$ cat src/rtl/lcd_timing_gen_if.sv
// Output bundle of the LCD raster timing generator.
//   master : driven by lcd_timing_gen
//   slave  : consumed by the pixel/pattern stage and the panel pins
// Signals:
//   hcount_reg[9:0], Vcount_reg[8:0] : active-region pixel coordinates
//   flagh, flagv                     : active-region flags
//   rgb_en                           : pixel-stage output register enable
//   lcd_hsync, lcd_vsync, lcd_de     : panel pins, aligned to the pixel pipeline
//   frame_start                      : pulse at position (0,0)
//   lcd_disp                         : panel display enable (LCD_PWRSEQ_EN builds only)
interface lcd_timing_gen_if;
`ifdef LCD_PWRSEQ_EN
    logic       lcd_disp;
`endif
    logic [9:0] hcount_reg;
    logic [8:0] Vcount_reg;
    logic       flagh;
    logic       flagv;
    logic       rgb_en;
    logic       lcd_hsync;
    logic       lcd_vsync;
    logic       lcd_de;
    logic       frame_start;

    modport master (
`ifdef LCD_PWRSEQ_EN
        output lcd_disp,
`endif
        output hcount_reg, Vcount_reg, flagh, flagv, rgb_en,
        output lcd_hsync, lcd_vsync, lcd_de, frame_start
    );

    modport slave (
`ifdef LCD_PWRSEQ_EN
        input lcd_disp,
`endif
        input hcount_reg, Vcount_reg, flagh, flagv, rgb_en,
        input lcd_hsync, lcd_vsync, lcd_de, frame_start
    );
endinterface

$ cat src/rtl/lcd_timing_gen.sv
// Raster timing generator for a 480x272 RGB LCD panel, clocked by the pixel clock.
// Ports:
//   clk_lcd : pixel clock, rising edge
//   rst     : asynchronous active-high reset
//   lcd     : lcd_timing_gen_if.master output bundle (coordinates, flags, pins)
// Optional feature macro: LCD_PWRSEQ_EN
//   defined   -> first 4 frames after reset are blanked, lcd_disp rises at frame 2
//   undefined -> no blanking, no lcd_disp
module lcd_timing_gen #(
    parameter int unsigned H_SYNC = 41,
    parameter int unsigned H_BP   = 2,
    parameter int unsigned H_ACT  = 480,
    parameter int unsigned H_FP   = 2,
    parameter int unsigned V_SYNC = 10,
    parameter int unsigned V_BP   = 2,
    parameter int unsigned V_ACT  = 272,
    parameter int unsigned V_FP   = 2
) (
    input  logic             clk_lcd,
    input  logic             rst,
    lcd_timing_gen_if.master lcd
);
    localparam int unsigned H_TOTAL     = H_SYNC + H_BP + H_ACT + H_FP;
    localparam int unsigned V_TOTAL     = V_SYNC + V_BP + V_ACT + V_FP;
    localparam int unsigned H_ACT_START = H_SYNC + H_BP;
    localparam int unsigned V_ACT_START = V_SYNC + V_BP;

    if (H_TOTAL > 1024) begin : g_h_total_chk
        $error("lcd_timing_gen: H_TOTAL does not fit a 10-bit counter");
    end
    if (V_TOTAL > 512) begin : g_v_total_chk
        $error("lcd_timing_gen: V_TOTAL does not fit a 9-bit counter");
    end

    typedef enum logic [1:0] {
        RGN_SYNC,
        RGN_BACK,
        RGN_ACTIVE,
        RGN_FRONT
    } region_e;

    // Region of a raw position; zero-width porches simply never match.
    function automatic region_e region_of(input int unsigned pos,
                                          input int unsigned sync_w,
                                          input int unsigned bp_w,
                                          input int unsigned act_w);
        if (pos < sync_w)                       return RGN_SYNC;
        else if (pos < sync_w + bp_w)           return RGN_BACK;
        else if (pos < sync_w + bp_w + act_w)   return RGN_ACTIVE;
        else                                    return RGN_FRONT;
    endfunction

    logic       run_q;
    logic [9:0] h_q, h_d;
    logic [8:0] v_q, v_d;
    region_e    hstate_q, hstate_d;
    region_e    vstate_q, vstate_d;
    logic       act_h_d, act_v_d, frame_start_d;

    logic       flagh_q, flagv_q;
    logic [9:0] hcount_q;
    logic [8:0] vcount_q;
    logic       frame_start_q;
    logic       rgb_en_q, lcd_de_q;
    logic       hsync_p_q, vsync_p_q;
    logic       lcd_hsync_q, lcd_vsync_q;

`ifdef LCD_PWRSEQ_EN
    localparam int unsigned FRAME_CNT_W = 3;
    localparam logic [FRAME_CNT_W-1:0] UNBLANK_FRAME = FRAME_CNT_W'(5);
    localparam logic [FRAME_CNT_W-1:0] DISP_FRAME    = FRAME_CNT_W'(2);

    logic [FRAME_CNT_W-1:0] frame_cnt_q, frame_cnt_d;
    logic                   blank_d;
    logic                   lcd_disp_q;

    // Counts frame starts since reset, saturating once the panel is unblanked.
    always_comb begin
        frame_cnt_d = frame_cnt_q;
        if (frame_start_d && (frame_cnt_q != UNBLANK_FRAME)) begin
            frame_cnt_d = frame_cnt_q + FRAME_CNT_W'(1);
        end
        blank_d = frame_cnt_d < UNBLANK_FRAME;
    end

    always_ff @(posedge clk_lcd or posedge rst) begin
        if (rst) begin
            frame_cnt_q <= '0;
            lcd_disp_q  <= 1'b0;
        end else begin
            frame_cnt_q <= frame_cnt_d;
            lcd_disp_q  <= frame_cnt_d >= DISP_FRAME;
        end
    end

    assign lcd.lcd_disp = lcd_disp_q;
`endif

    // Next raster position; the first edge after reset loads (0,0) rather than advancing.
    always_comb begin
        h_d = '0;
        v_d = '0;
        if (run_q) begin
            if (h_q == 10'(H_TOTAL - 1)) begin
                h_d = '0;
                v_d = (v_q == 9'(V_TOTAL - 1)) ? 9'd0 : v_q + 9'd1;
            end else begin
                h_d = h_q + 10'd1;
                v_d = v_q;
            end
        end
        hstate_d      = region_of(32'(h_d), H_SYNC, H_BP, H_ACT);
        vstate_d      = region_of(32'(v_d), V_SYNC, V_BP, V_ACT);
        frame_start_d = (h_d == 10'd0) && (v_d == 9'd0);
`ifdef LCD_PWRSEQ_EN
        act_h_d = (hstate_d == RGN_ACTIVE) && !blank_d;
        act_v_d = (vstate_d == RGN_ACTIVE) && !blank_d;
`else
        act_h_d = hstate_d == RGN_ACTIVE;
        act_v_d = vstate_d == RGN_ACTIVE;
`endif
    end

    // Region state, coordinate outputs and the 1/2-clock pin delay pipes.
    always_ff @(posedge clk_lcd or posedge rst) begin
        if (rst) begin
            run_q         <= 1'b0;
            h_q           <= '0;
            v_q           <= '0;
            // Parked outside SYNC so the undelayed syncs read inactive until the first edge.
            hstate_q      <= RGN_FRONT;
            vstate_q      <= RGN_FRONT;
            flagh_q       <= 1'b0;
            flagv_q       <= 1'b0;
            hcount_q      <= '0;
            vcount_q      <= '0;
            frame_start_q <= 1'b0;
            rgb_en_q      <= 1'b0;
            lcd_de_q      <= 1'b0;
            hsync_p_q     <= 1'b1;
            vsync_p_q     <= 1'b1;
            lcd_hsync_q   <= 1'b1;
            lcd_vsync_q   <= 1'b1;
        end else begin
            run_q         <= 1'b1;
            h_q           <= h_d;
            v_q           <= v_d;
            hstate_q      <= hstate_d;
            vstate_q      <= vstate_d;
            flagh_q       <= act_h_d;
            flagv_q       <= act_v_d;
            hcount_q      <= act_h_d ? h_d - 10'(H_ACT_START) : 10'd0;
            vcount_q      <= act_v_d ? v_d - 9'(V_ACT_START) : 9'd0;
            frame_start_q <= frame_start_d;
            rgb_en_q      <= flagh_q & flagv_q;
            lcd_de_q      <= rgb_en_q;
            hsync_p_q     <= hstate_q != RGN_SYNC;
            vsync_p_q     <= vstate_q != RGN_SYNC;
            lcd_hsync_q   <= hsync_p_q;
            lcd_vsync_q   <= vsync_p_q;
        end
    end

    assign lcd.hcount_reg  = hcount_q;
    assign lcd.Vcount_reg  = vcount_q;
    assign lcd.flagh       = flagh_q;
    assign lcd.flagv       = flagv_q;
    assign lcd.rgb_en      = rgb_en_q;
    assign lcd.lcd_de      = lcd_de_q;
    assign lcd.lcd_hsync   = lcd_hsync_q;
    assign lcd.lcd_vsync   = lcd_vsync_q;
    assign lcd.frame_start = frame_start_q;
endmodule

$ cat src/flat_wrapper.sv
// flat-port wrapper written by rule: the top's interface ports become plain ports
module lcd_timing_gen_flat 
#(
    parameter int unsigned H_SYNC = 41,
    parameter int unsigned H_BP   = 2,
    parameter int unsigned H_ACT  = 480,
    parameter int unsigned H_FP   = 2,
    parameter int unsigned V_SYNC = 10,
    parameter int unsigned V_BP   = 2,
    parameter int unsigned V_ACT  = 272,
    parameter int unsigned V_FP   = 2
)
  (clk_lcd, rst, lcd_hcount_reg, lcd_Vcount_reg, lcd_flagh, lcd_flagv, lcd_rgb_en, lcd_lcd_hsync, lcd_lcd_vsync, lcd_lcd_de, lcd_frame_start);
  lcd_timing_gen_if lcd_i ();
  input  logic clk_lcd;
  input  logic rst;
  output wire logic [$bits(lcd_i.hcount_reg)-1:0] lcd_hcount_reg;
  output wire logic [$bits(lcd_i.Vcount_reg)-1:0] lcd_Vcount_reg;
  output wire logic [$bits(lcd_i.flagh)-1:0] lcd_flagh;
  output wire logic [$bits(lcd_i.flagv)-1:0] lcd_flagv;
  output wire logic [$bits(lcd_i.rgb_en)-1:0] lcd_rgb_en;
  output wire logic [$bits(lcd_i.lcd_hsync)-1:0] lcd_lcd_hsync;
  output wire logic [$bits(lcd_i.lcd_vsync)-1:0] lcd_lcd_vsync;
  output wire logic [$bits(lcd_i.lcd_de)-1:0] lcd_lcd_de;
  output wire logic [$bits(lcd_i.frame_start)-1:0] lcd_frame_start;
  assign lcd_hcount_reg = lcd_i.hcount_reg;
  assign lcd_Vcount_reg = lcd_i.Vcount_reg;
  assign lcd_flagh = lcd_i.flagh;
  assign lcd_flagv = lcd_i.flagv;
  assign lcd_rgb_en = lcd_i.rgb_en;
  assign lcd_lcd_hsync = lcd_i.lcd_hsync;
  assign lcd_lcd_vsync = lcd_i.lcd_vsync;
  assign lcd_lcd_de = lcd_i.lcd_de;
  assign lcd_frame_start = lcd_i.frame_start;
  lcd_timing_gen #(.H_SYNC(H_SYNC), .H_BP(H_BP), .H_ACT(H_ACT), .H_FP(H_FP), .V_SYNC(V_SYNC), .V_BP(V_BP), .V_ACT(V_ACT), .V_FP(V_FP)) u_core (.clk_lcd(clk_lcd), .rst(rst), .lcd(lcd_i));
endmodule
$ cat config.mk
export PLATFORM = sky130hd
export DESIGN_NAME = lcd_timing_gen_flat
export DESIGN_NICKNAME = d
export VERILOG_FILES = /design/src/rtl/lcd_timing_gen_if.sv /design/src/rtl/lcd_timing_gen.sv /design/src/flat_wrapper.sv
export SDC_FILE = /design/constraint.sdc
export NUM_CORES = 1
export LEC_CHECK = 0
export CAP_MARGIN = 10
export CORE_ASPECT_RATIO = 0.9
export CORE_MARGIN = 4
export CORE_UTILIZATION = 56
export CTS_CLUSTER_SIZE = 25
export DETAILED_ROUTE_END_ITERATION = 6
export PLACE_DENSITY = 0.79
export SLEW_MARGIN = 10
export SYNTH_ARGS = -nofsm -noshare
export SYNTH_HDL_FRONTEND = slang
export SYNTH_SLANG_ARGS = --single-unit
$ cat constraint.sdc
create_clock -name clk_lcd -period 4.39 [get_ports clk_lcd]
set_input_delay 0.878 -clock clk_lcd [delete_from_list [all_inputs] [get_ports clk_lcd]]
set_output_delay 0.878 -clock clk_lcd [all_outputs]
set_load 0.005 [all_outputs]
Yosys cells after proc, flatten, opt, wreduce, memory -nomap -nowiden
Index checks and enable logic that the tools add are counted.
{ "word_totals": {"in_bits": 2, "regBits": 52, "output_inout_bits": 26, "elab_cells": 49} }
{ "op_classes": {"reduce_logical": 5, "n_eq_ne": 4, "bitwise": 1, "n_mux": 13, "addsub": 4, "n_lt_le_gt_ge": 6} }
{ "ops": {"columns": ["operator", "n"], "rows": [
  ["$mux W9", 4],
  ["$mux W10", 3],
  ["$lt A10 B6 Y1 const B", 2],
  ["$lt A9 B4 Y1 const B", 2],
  ["$add A10 B1 Y10 const B", 1],
  ["$eq A10 B10 Y1 const B", 1],
  ["$logic_not A10 Y1", 1],
  ["$lt A10 B10 Y1 const B", 1],
  ["$sub A10 B6 Y10 const B", 1],
  ["$add A9 B1 Y9 const B", 1],
  ["$eq A9 B9 Y1 const B", 1],
  ["$logic_not A9 Y1", 1],
  ["$lt A9 B9 Y1 const B", 1],
  ["$sub A9 B4 Y9 const B", 1],
  ["$mux W2", 4],
  ["$eq A2 B2 Y1 const B", 2],
  ["$reduce_bool A2 Y1", 2],
  ["$mux W1", 2],
  ["$and A1 B1 Y1", 1],
  ["$logic_and A1 B1 Y1", 1]
]} }

Logic depth before layout (Yosys ltp)
Gate-level depths: netlist of the first run.
{ "depth": {"word_depth": 10, "depth_mapped": 16, "mapped_depth_nobuf": 13} }

Least setup slack after synthesis of the first run
Ideal clock, no wire load.
{ "synth_path": {"path_kind": "register to register", "from": "reg u_core.h_q[0]", "to": "reg u_core.hcount_q[3] (netlist: u_core.lcd.hcount_reg[3])", "t_required_ns": 4.254, "setup_slack_ns": 0.865, "setup_time_ns": 0.136, "arrival_ns": 3.389, "period_less_slack_ns": 3.525, "stages_incl_launch_ff": 16, "cell_sequence": "dfrtp_1 -> clkbuf_1 -> inv_1 -> ha_1 -> or4b_1 -> buf_2 -> o31ai_1 -> clkbuf_1 -> nor2_1 -> ha_1 -> a21boi_0 -> o21ai_0 -> o21ai_0 -> nand2b_1 -> buf_2 -> nor3_1"} }
{ "synth_lines": {"columns": ["item", "line", "rtl"], "rows": [
  ["start, declared", "lcd_timing_gen.sv:54", "logic [9:0] h_q, h_d;"],
  ["start signal, assigned", "lcd_timing_gen.sv:128", "h_q <= '0;"],
  ["start signal, assigned", "lcd_timing_gen.sv:146", "h_q <= h_d;"],
  ["$add A10 B1 Y10 / $eq A10 B10 Y1 (equally long branches)", "lcd_timing_gen.sv:108, lcd_timing_gen.sv:104", null],
  ["$mux W10 (*)", "lcd_timing_gen.sv:104", "if (h_q == 10'(H_TOTAL - 1)) begin"],
  ["$mux W10 (*)", "lcd_timing_gen.sv:103", "if (run_q) begin"],
  ["net u_core.h_d[0]", "lcd_timing_gen.sv:54", null],
  ["$lt A10 B6 Y1", "lcd_timing_gen.sv:48", "else if (pos < sync_w + bp_w) return RGN_BACK;"],
  ["$mux W2", "lcd_timing_gen.sv:48", null],
  ["$mux W2 (*)", "lcd_timing_gen.sv:47", "if (pos < sync_w) return RGN_SYNC;"],
  ["net u_core.hstate_d[1]", "lcd_timing_gen.sv:56", "region_e hstate_q, hstate_d;"],
  ["$eq A2 B2 Y1 (*)", "lcd_timing_gen.sv:119", "act_h_d = hstate_d == RGN_ACTIVE;"],
  ["$mux W10 (*)", "lcd_timing_gen.sv:152", "hcount_q <= act_h_d ? h_d - 10'(H_ACT_START) : 10'd0;"],
  ["end signal, assigned", "lcd_timing_gen.sv:152", null],
  ["end, declared", "lcd_timing_gen.sv:61", "logic [9:0] hcount_q;"]
]} }
The timed path passes the listed nets; every way through them passes the cells marked *.

Worst setup path after layout of the first run
{ "layout_path": {"from": "reg u_core.h_q[0]", "to": "reg u_core.hcount_q[2] (netlist: u_core.lcd.hcount_reg[2])"} }
Same word-level chain as after synthesis.

==> impl_metrics.toml, run 1 <==
[timing]
tightestPinTransition_ns = 1.01
rsz0062_at_grt = "no"
fin_hold_ws_ns = 0.359
setup_tns_ns = 0
fmax_mhz = 259
setup_viol = 0
relSlewSlack_pct = 32.9
period_needed_ns = 3.87
slew_viol_final = 0
finClkSkew_ns = 0.00563
hold_viol = 0
period_share_pct = 88.1

[global_routing]
antenna_found_initial = 0
grt-ovfl-total = 0
grt_max_degree = 53
grt_first_pass_wirelength_um = 9710
grt_pass1_vias = 1996
grt_usage_pct = 20.9

[cts]
clk_pin_slew_ns = 0.08
clock_latency_ns = 0.30
ctsResizeCount = 0
ctsHoldBuffers = 0
max-clock-path-buffers = 2
cts_tree = "done"
cts_buffers = 5
post_cts_buffers = 0
cts.sinks = 52
root_buffer = "clkbuf_8"
htreeDepth = 2

[floorplan]
core_um2 = 4600
ioPinCount = 28
rows = 23
die_h_um = 74.4
die_area_um2 = 6090
die_w_um = 81.8
start_util_pct = 59.6

[detailed_routing]
drt-initial-drc-count = 166
dr.pass1.iters = 5
routed-wl-met2_um = 2500
dr_total_vias = 2104
dr_wl_met3_um = 330
wl_per_cell_um = 15.7
dr.max_layer_used = "met4"
m1WireLength_um = 2770
ant_nets = 0
avgViaCountPerCell = 5.81
routed_wirelength_um = 5670
route.detailed.drc = 0

[worst_hold_path]
whs_endpoint = "u_core.lcd.lcd_vsync$_DFF_PP1_"
whs_path_depth = 0
hp-class = "reg -> reg"
min_from = "u_core.vsync_p_q$_DFF_PP1_"

[yosys]
synth.largest_area_cell = "dfrtp_1"
ys_seq_area_share_pct = 47.7
synth-warning-count = 0
syn_area_um2 = 2750
synth_edf_count = 0
syn-num-nets = 286
async_flop_share_pct = 100
netlist_instances = 277
ys_ff_latch = 52
synth.area.top_cells = "dfrtp_1, dfstp_2, nor2_1"
synth_cell_types = 55
synth_top_area_share_pct = 40.1
synth_ff_type = "dfrtp_1"
synth.avg_cell_area_um2 = 9.91

[cells_and_area]
diodes = 0
drive_above_1_share_pct = 12.7
final_nets = 308
fillers = 374
area_growth_pct = 14.5

[worst_setup_path]
critPathMaxStageDelay_ns = 0.56
arrival_ns = 4.04
rr_endpoint = "u_core.lcd.hcount_reg[2]$_DFF_PP0_"
crit_chain = "inv_1, ha_1, or4b_1, nor3_1, nor2_1, nand2_1, inv_1, ha_1, a21boi_0, o21ai_0, o21ai_0, nand2b_1, nor2_1"
required_ns = 4.56
critPathKind = "reg -> reg"
reg2reg_depth = 13
cp_slowest_cell = "or4b_1"
reg2reg_slack_ns = 0.52
crit_path_end_kind = "flop"
critPathLaunchType = "flop"
r2r-start = "u_core.h_q[0]$_DFF_PP0_"
crit_path_max_fanout = 11

[placed_design]
dpl.hpwl_um = 4020
gp_congestion = 0.916
portBuffers = 27

[power_and_ir_drop]
vdd_drop_max_v = 0.000200
p_leak_nw = 1.37
power.switching_uw = 182
pwr_density_cell_nw_per_um2 = 270
combPwrFrac_pct = 5.7
p_clk_share_pct = 36.6
sequentialPowerShare_pct = 57.7
p_int_uw = 668
p_sw_share_pct = 21.4

[outcome]
status = "complete, no violations"

[flow_run]
cap_violations = 0
==> critical path: cells and delay by family (launching register included) <==
family          cells  cell delay, ns
flops               1            0.49
fa+ha+maj           2            0.36
buf+inv             2            0.19
simple gates        6            1.88
compound gates      3            0.81
==> how the worst max path moves through the flow <==
stage | start | end | slack [ns] | depth (start not counted)
6_report | u_core.h_q[0]$_DFF_PP0_ | u_core.lcd.hcount_reg[2]$_DFF_PP0_ | 0.52 | 13
3_5_place_dp | u_core.h_q[0]$_DFF_PP0_ | u_core.lcd.hcount_reg[3]$_DFF_PP0_ | 0.61 | 13
3_3_place_gp | u_core.h_q[0]$_DFF_PP0_ | u_core.lcd.hcount_reg[3]$_DFF_PP0_ | 0.82 | 13
5_1_grt | u_core.h_q[0]$_DFF_PP0_ | u_core.lcd.hcount_reg[2]$_DFF_PP0_ | 0.07 | 13
2_1_floorplan | u_core.h_q[0]$_DFF_PP0_ | u_core.lcd.hcount_reg[3]$_DFF_PP0_ | 0.87 | 15
4_1_cts | u_core.h_q[0]$_DFF_PP0_ | u_core.lcd.hcount_reg[2]$_DFF_PP0_ | 0.58 | 13
==> cell type report <==
class / instances / area, um2 / area share [%]
repair buffers: 29 / 285 / 9.07
clock inverters: 2 / 35.0 / 1.11
flip-flops and latches: 52 / 1310 / 41.7
multi-input cells: 193 / 1300 / 41.2
clock buffers: 6 / 72.6 / 2.31
inverters: 18 / 67.6 / 2.15
well taps: 62 / 77.6 / 2.47
==> cell usage in the layout (no fill, tap or decap), types with 3 or more instances in the layout <==
| master | synthesis | routed |
|---|---|---|
| a21oi_1 | 13 | 13 |
| a31oi_1 | 5 | 5 |
| and2_1 | 3 | 3 |
| clkbuf_8 | 0 | 5 |
| clkdlybuf4s50_1 | 0 | 27 |
| dfrtp_1 | 44 | 44 |
| dfstp_2 | 8 | 8 |
| ha_1 | 7 | 7 |
| inv_1 | 18 | 17 |
| mux2i_1 | 3 | 3 |
| nand2_1 | 13 | 13 |
| nand2b_1 | 3 | 3 |
| nand3_1 | 12 | 12 |
| nand4_1 | 6 | 6 |
| nor2_1 | 27 | 27 |
| nor2b_1 | 4 | 4 |
| nor3_1 | 10 | 10 |
| nor3_2 | 3 | 3 |
| nor4_1 | 6 | 6 |
| o211ai_1 | 3 | 3 |
| o21ai_0 | 8 | 8 |
| o21ai_1 | 3 | 3 |
| o31ai_1 | 4 | 4 |
| or2_2 | 5 | 5 |
| or3_1 | 3 | 3 |
| xnor2_1 | 10 | 10 |
| xor2_1 | 6 | 6 |
==> logic make-up after synthesis <==
logic type	after synthesis	synth area share (%)
adder cells (fa/ha/maj)	7	3.19
buffers and inverters	32	5.06
other	1	0.137
AO/OA/AOI/OAI	54	14.1
XOR/XNOR	16	5.10
multiplexers	4	1.50
flip-flops	52	47.7
AND/OR/NAND/NOR	111	23.2
==> per-layer routing <==
metal  vias to the layer above  track usage, %
li1                       1014               -
met4                         0            4.98
met5                         -               0
met2                        83            30.6
met3                        11            4.96
met1                       996            31.4
==> synth_stat cells, drive strengths merged (2+ instances only) <==
library cell  number
or4b               2
mux2i              3
nand4              6
xnor2             10
o21ai             11
nand3b             2
a2bb2oi            2
nor3              13
and3               2
a21o               2
or3                4
nor2b              4
and2               3
o211ai             3
a31oi              5
o31ai              5
a21boi             2
nand3             12
o21a               2
nand2             13
or2                5
nand2b             3
nor4               9
xor2               6
o41ai              2
dfrtp             44
inv               18
a21oi             14
ha                 7
clkbuf             9
buf                5
nor2              27
dfstp              8
or3b               2
a22oi              2
==> metrics by stage <==
| step | area [um2] | total power [mW] | setup slack (ns) | util (%) | std cells |
|---|---|---|---|---|---|
| final | 3150 | 0.850 | 0.522 | 68.3 | 362 |
| after global routing | 3150 | 0.890 | 0.0687 | 68.3 | 362 |
| after CTS | 3150 | 0.858 | 0.585 | 68.3 | 362 |
| after detailed placement | 3040 | 0.548 | 0.611 | 66.0 | 354 |
| after global placement | 3040 | 0.548 | 0.815 | 66.0 | 354 |
| after floorplan | 2750 | 0.535 | 0.865 | - | 277 |
==> power by group through the flow <==
| stage | clock network [mW] | registers, mW | logic (mW) |
|---|---|---|---|
| finish | 0.311 | 0.490 | 0.0484 |
| detailed placement | 0 | 0.500 | 0.0486 |
| CTS | 0.319 | 0.490 | 0.0489 |
| global placement | 0 | 0.499 | 0.0487 |
| global route | 0.342 | 0.491 | 0.0560 |
| floorplan | 0 | 0.494 | 0.0406 |
Power figures use the tool's default switching activity.
==> run 2, diff against run 1 <==
--- a/config.mk
+++ b/config.mk
@@ -7,7 +7,7 @@
 export LEC_CHECK = 0
 export CAP_MARGIN = 10
 export CORE_ASPECT_RATIO = 0.9
-export CORE_MARGIN = 4
+export CORE_MARGIN = 2
 export CORE_UTILIZATION = 56
 export CTS_CLUSTER_SIZE = 25
 export DETAILED_ROUTE_END_ITERATION = 6
==> run 2 against run 1 <==
Net effect:
- setup slack gained 0.093 ns
- sequential share of layout area is 0.18 points higher
- combinational power increased by 4%
- critical path depth unchanged
- clock skew is 0.0063 ns higher
- largest power group unchanged
- largest cell class unchanged
- routed wire length increased by 0.23%
- total power shrank 4.6%
- register-to-register slack better by 0.09 ns
- highest routed layer unchanged
- critical path type unchanged
- count of clock-buffer cells in the layout decreased by 1
- worst hold slack better by 0.0015 ns
- non-clock buffer count stayed put
==> impl_metrics.toml, run 2 (synthesized netlist as in run 1, its figures left out) <==
[outcome]
status = "complete, no violations"

[power_and_ir_drop]
vdd_drop_max_v = 0.000216
pwr_density_cell_nw_per_um2 = 259
combPwrFrac_pct = 6.2
p_clk_share_pct = 33.3
power.switching_uw = 197
p_int_uw = 613
sequentialPowerShare_pct = 60.5
p_sw_share_pct = 24.3
p_leak_nw = 1.36

[cells_and_area]
diodes = 0
final_common_cell = "dfrtp_1"
final_cell_mix = "dfrtp_1, nor2_1, clkdlybuf4s50_1"
drive_above_1_share_pct = 13.0
final_nets = 308
area_growth_pct = 14.0

[global_routing]
antenna_found_initial = 0
grt_first_pass_wirelength_um = 9240
grt_max_degree = 53
grt-ovfl-total = 0
grt_usage_pct = 21.9
grt_pass1_vias = 1845

[detailed_routing]
dr.pass1.iters = 4
avgViaCountPerCell = 5.76
drt-initial-drc-count = 227
dr_total_vias = 2103
route.detailed.drc = 0
routed_wirelength_um = 5680
wl_per_cell_um = 15.6
ant_nets = 0

[worst_setup_path]
arrival_ns = 3.96
crit_path_max_fanout = 11
critPathMaxStageDelay_ns = 0.56
cp_slowest_cell = "or4b_1"
critPathLaunchType = "flop"
required_ns = 4.57
crit_chain = "inv_1, ha_1, or4b_1, nor3_1, nor2_1, nand2_1, inv_1, ha_1, a21boi_0, o21ai_0, o21ai_0, nand2b_1, nor2_1"
critPathKind = "reg -> reg"
crit_path_end_kind = "flop"

[cts]
clk_pin_slew_ns = 0.10
cts.sinks = 52
ctsResizeCount = 0
post_cts_buffers = 0
ctsHoldBuffers = 0
cts_tree = "done"
root_buffer = "clkbuf_8"
max-clock-path-buffers = 2
htreeDepth = 2
clock_latency_ns = 0.31
cts_buffers = 5

[floorplan]
core_um2 = 4770
die_w_um = 77.8
die_area_um2 = 5480
start_util_pct = 57.5
rows = 24
ioPinCount = 28
die_h_um = 70.4

[timing]
slew_viol_final = 0
relSlewSlack_pct = 33.0
fmax_mhz = 265
timing.final.ws_setup_ns = 0.615
rsz0062_at_grt = "no"
finClkSkew_ns = 0.0119
setup_tns_ns = 0
tightestPinTransition_ns = 1.00
period_share_pct = 86.0
period_needed_ns = 3.77
hold_viol = 0
setup_viol = 0

[flow_run]
cap_violations = 0

[placed_design]
portBuffers = 27
pre_cts_slack_ns = 0.749
dpl.hpwl_um = 4120
gp_congestion = 0.932

[worst_hold_path]
hp-class = "reg -> reg"
run 2: worst max-delay path, delay by kind of cell (launching register included):
family,cells,cell delay [ns]
AO/OA/AOI/OAI,3,0.81
adder cells (fa/ha/maj),2,0.36
buffers and inverters,2,0.20
AND/OR/NAND/NOR,6,1.81
flip-flops,1,0.49
run 2: routing by layer:
| layer | up-vias | GRT usage, % | part of all wire, % |
|---|---|---|---|
| li1 | 1019 | - | - |
| met1 | 998 | 33.4 | 48 |
| met2 | 80 | 31.3 | 44 |
| met3 | 6 | 4.39 | 6.3 |
| met4 | 0 | 7.34 | 1.3 |
| met5 | - | 0 | 0 |
run 2: worst paths after layout:
path	startpoint	endpoint	slack (ns)	cells after the start
min in group asynchronous	rst	u_core.lcd.flagv$_DFF_PP0_	1.13	2
max in group asynchronous	rst	u_core.h_q[3]$_DFF_PP0_	2.64	2
hold / removal	u_core.vsync_p_q$_DFF_PP1_	u_core.lcd.lcd_vsync$_DFF_PP1_	0.36	0
hold reg to reg	u_core.vsync_p_q$_DFF_PP1_	u_core.lcd.lcd_vsync$_DFF_PP1_	0.36	0
setup / recovery	u_core.h_q[0]$_DFF_PP0_	u_core.lcd.hcount_reg[8]$_DFF_PP0_	0.62	13
setup reg to reg	u_core.h_q[0]$_DFF_PP0_	u_core.lcd.hcount_reg[8]$_DFF_PP0_	0.62	13
run 2: final cells by class:
type                    count  area, um2
well taps                  65       81.3
fillers                   383       1640
clock inverters             3       21.3
flip-flops and latches     52       1310
clock buffers               5       68.8
inverters                  18       67.6
multi-input cells         193       1300
repair buffers             29        285
run 2: per-stage QoR:
step / area (um2) / instances / util [%] / hold slack [ns] / power [mW]
after detailed placement: 3040 / 357 / 63.7 / 0.347 / 0.549
final: 3130 / 365 / 65.6 / 0.361 / 0.811
after CTS: 3130 / 365 / 65.6 / 0.361 / 0.820
after global routing: 3130 / 365 / 65.6 / 0.365 / 0.844
after floorplan: 2750 / 277 / - / 0.345 / 0.535
after global placement: 3040 / 357 / 63.7 / 0.345 / 0.548
run 2: power by group through the flow:
stage,clock (mW),sequential [mW],combinational [mW]
final,0.270,0.490,0.0501
after global routing,0.296,0.491,0.0568
after CTS,0.280,0.490,0.0504
after detailed placement,0,0.499,0.0499
after global placement,0,0.499,0.0494
after floorplan,0,0.494,0.0406
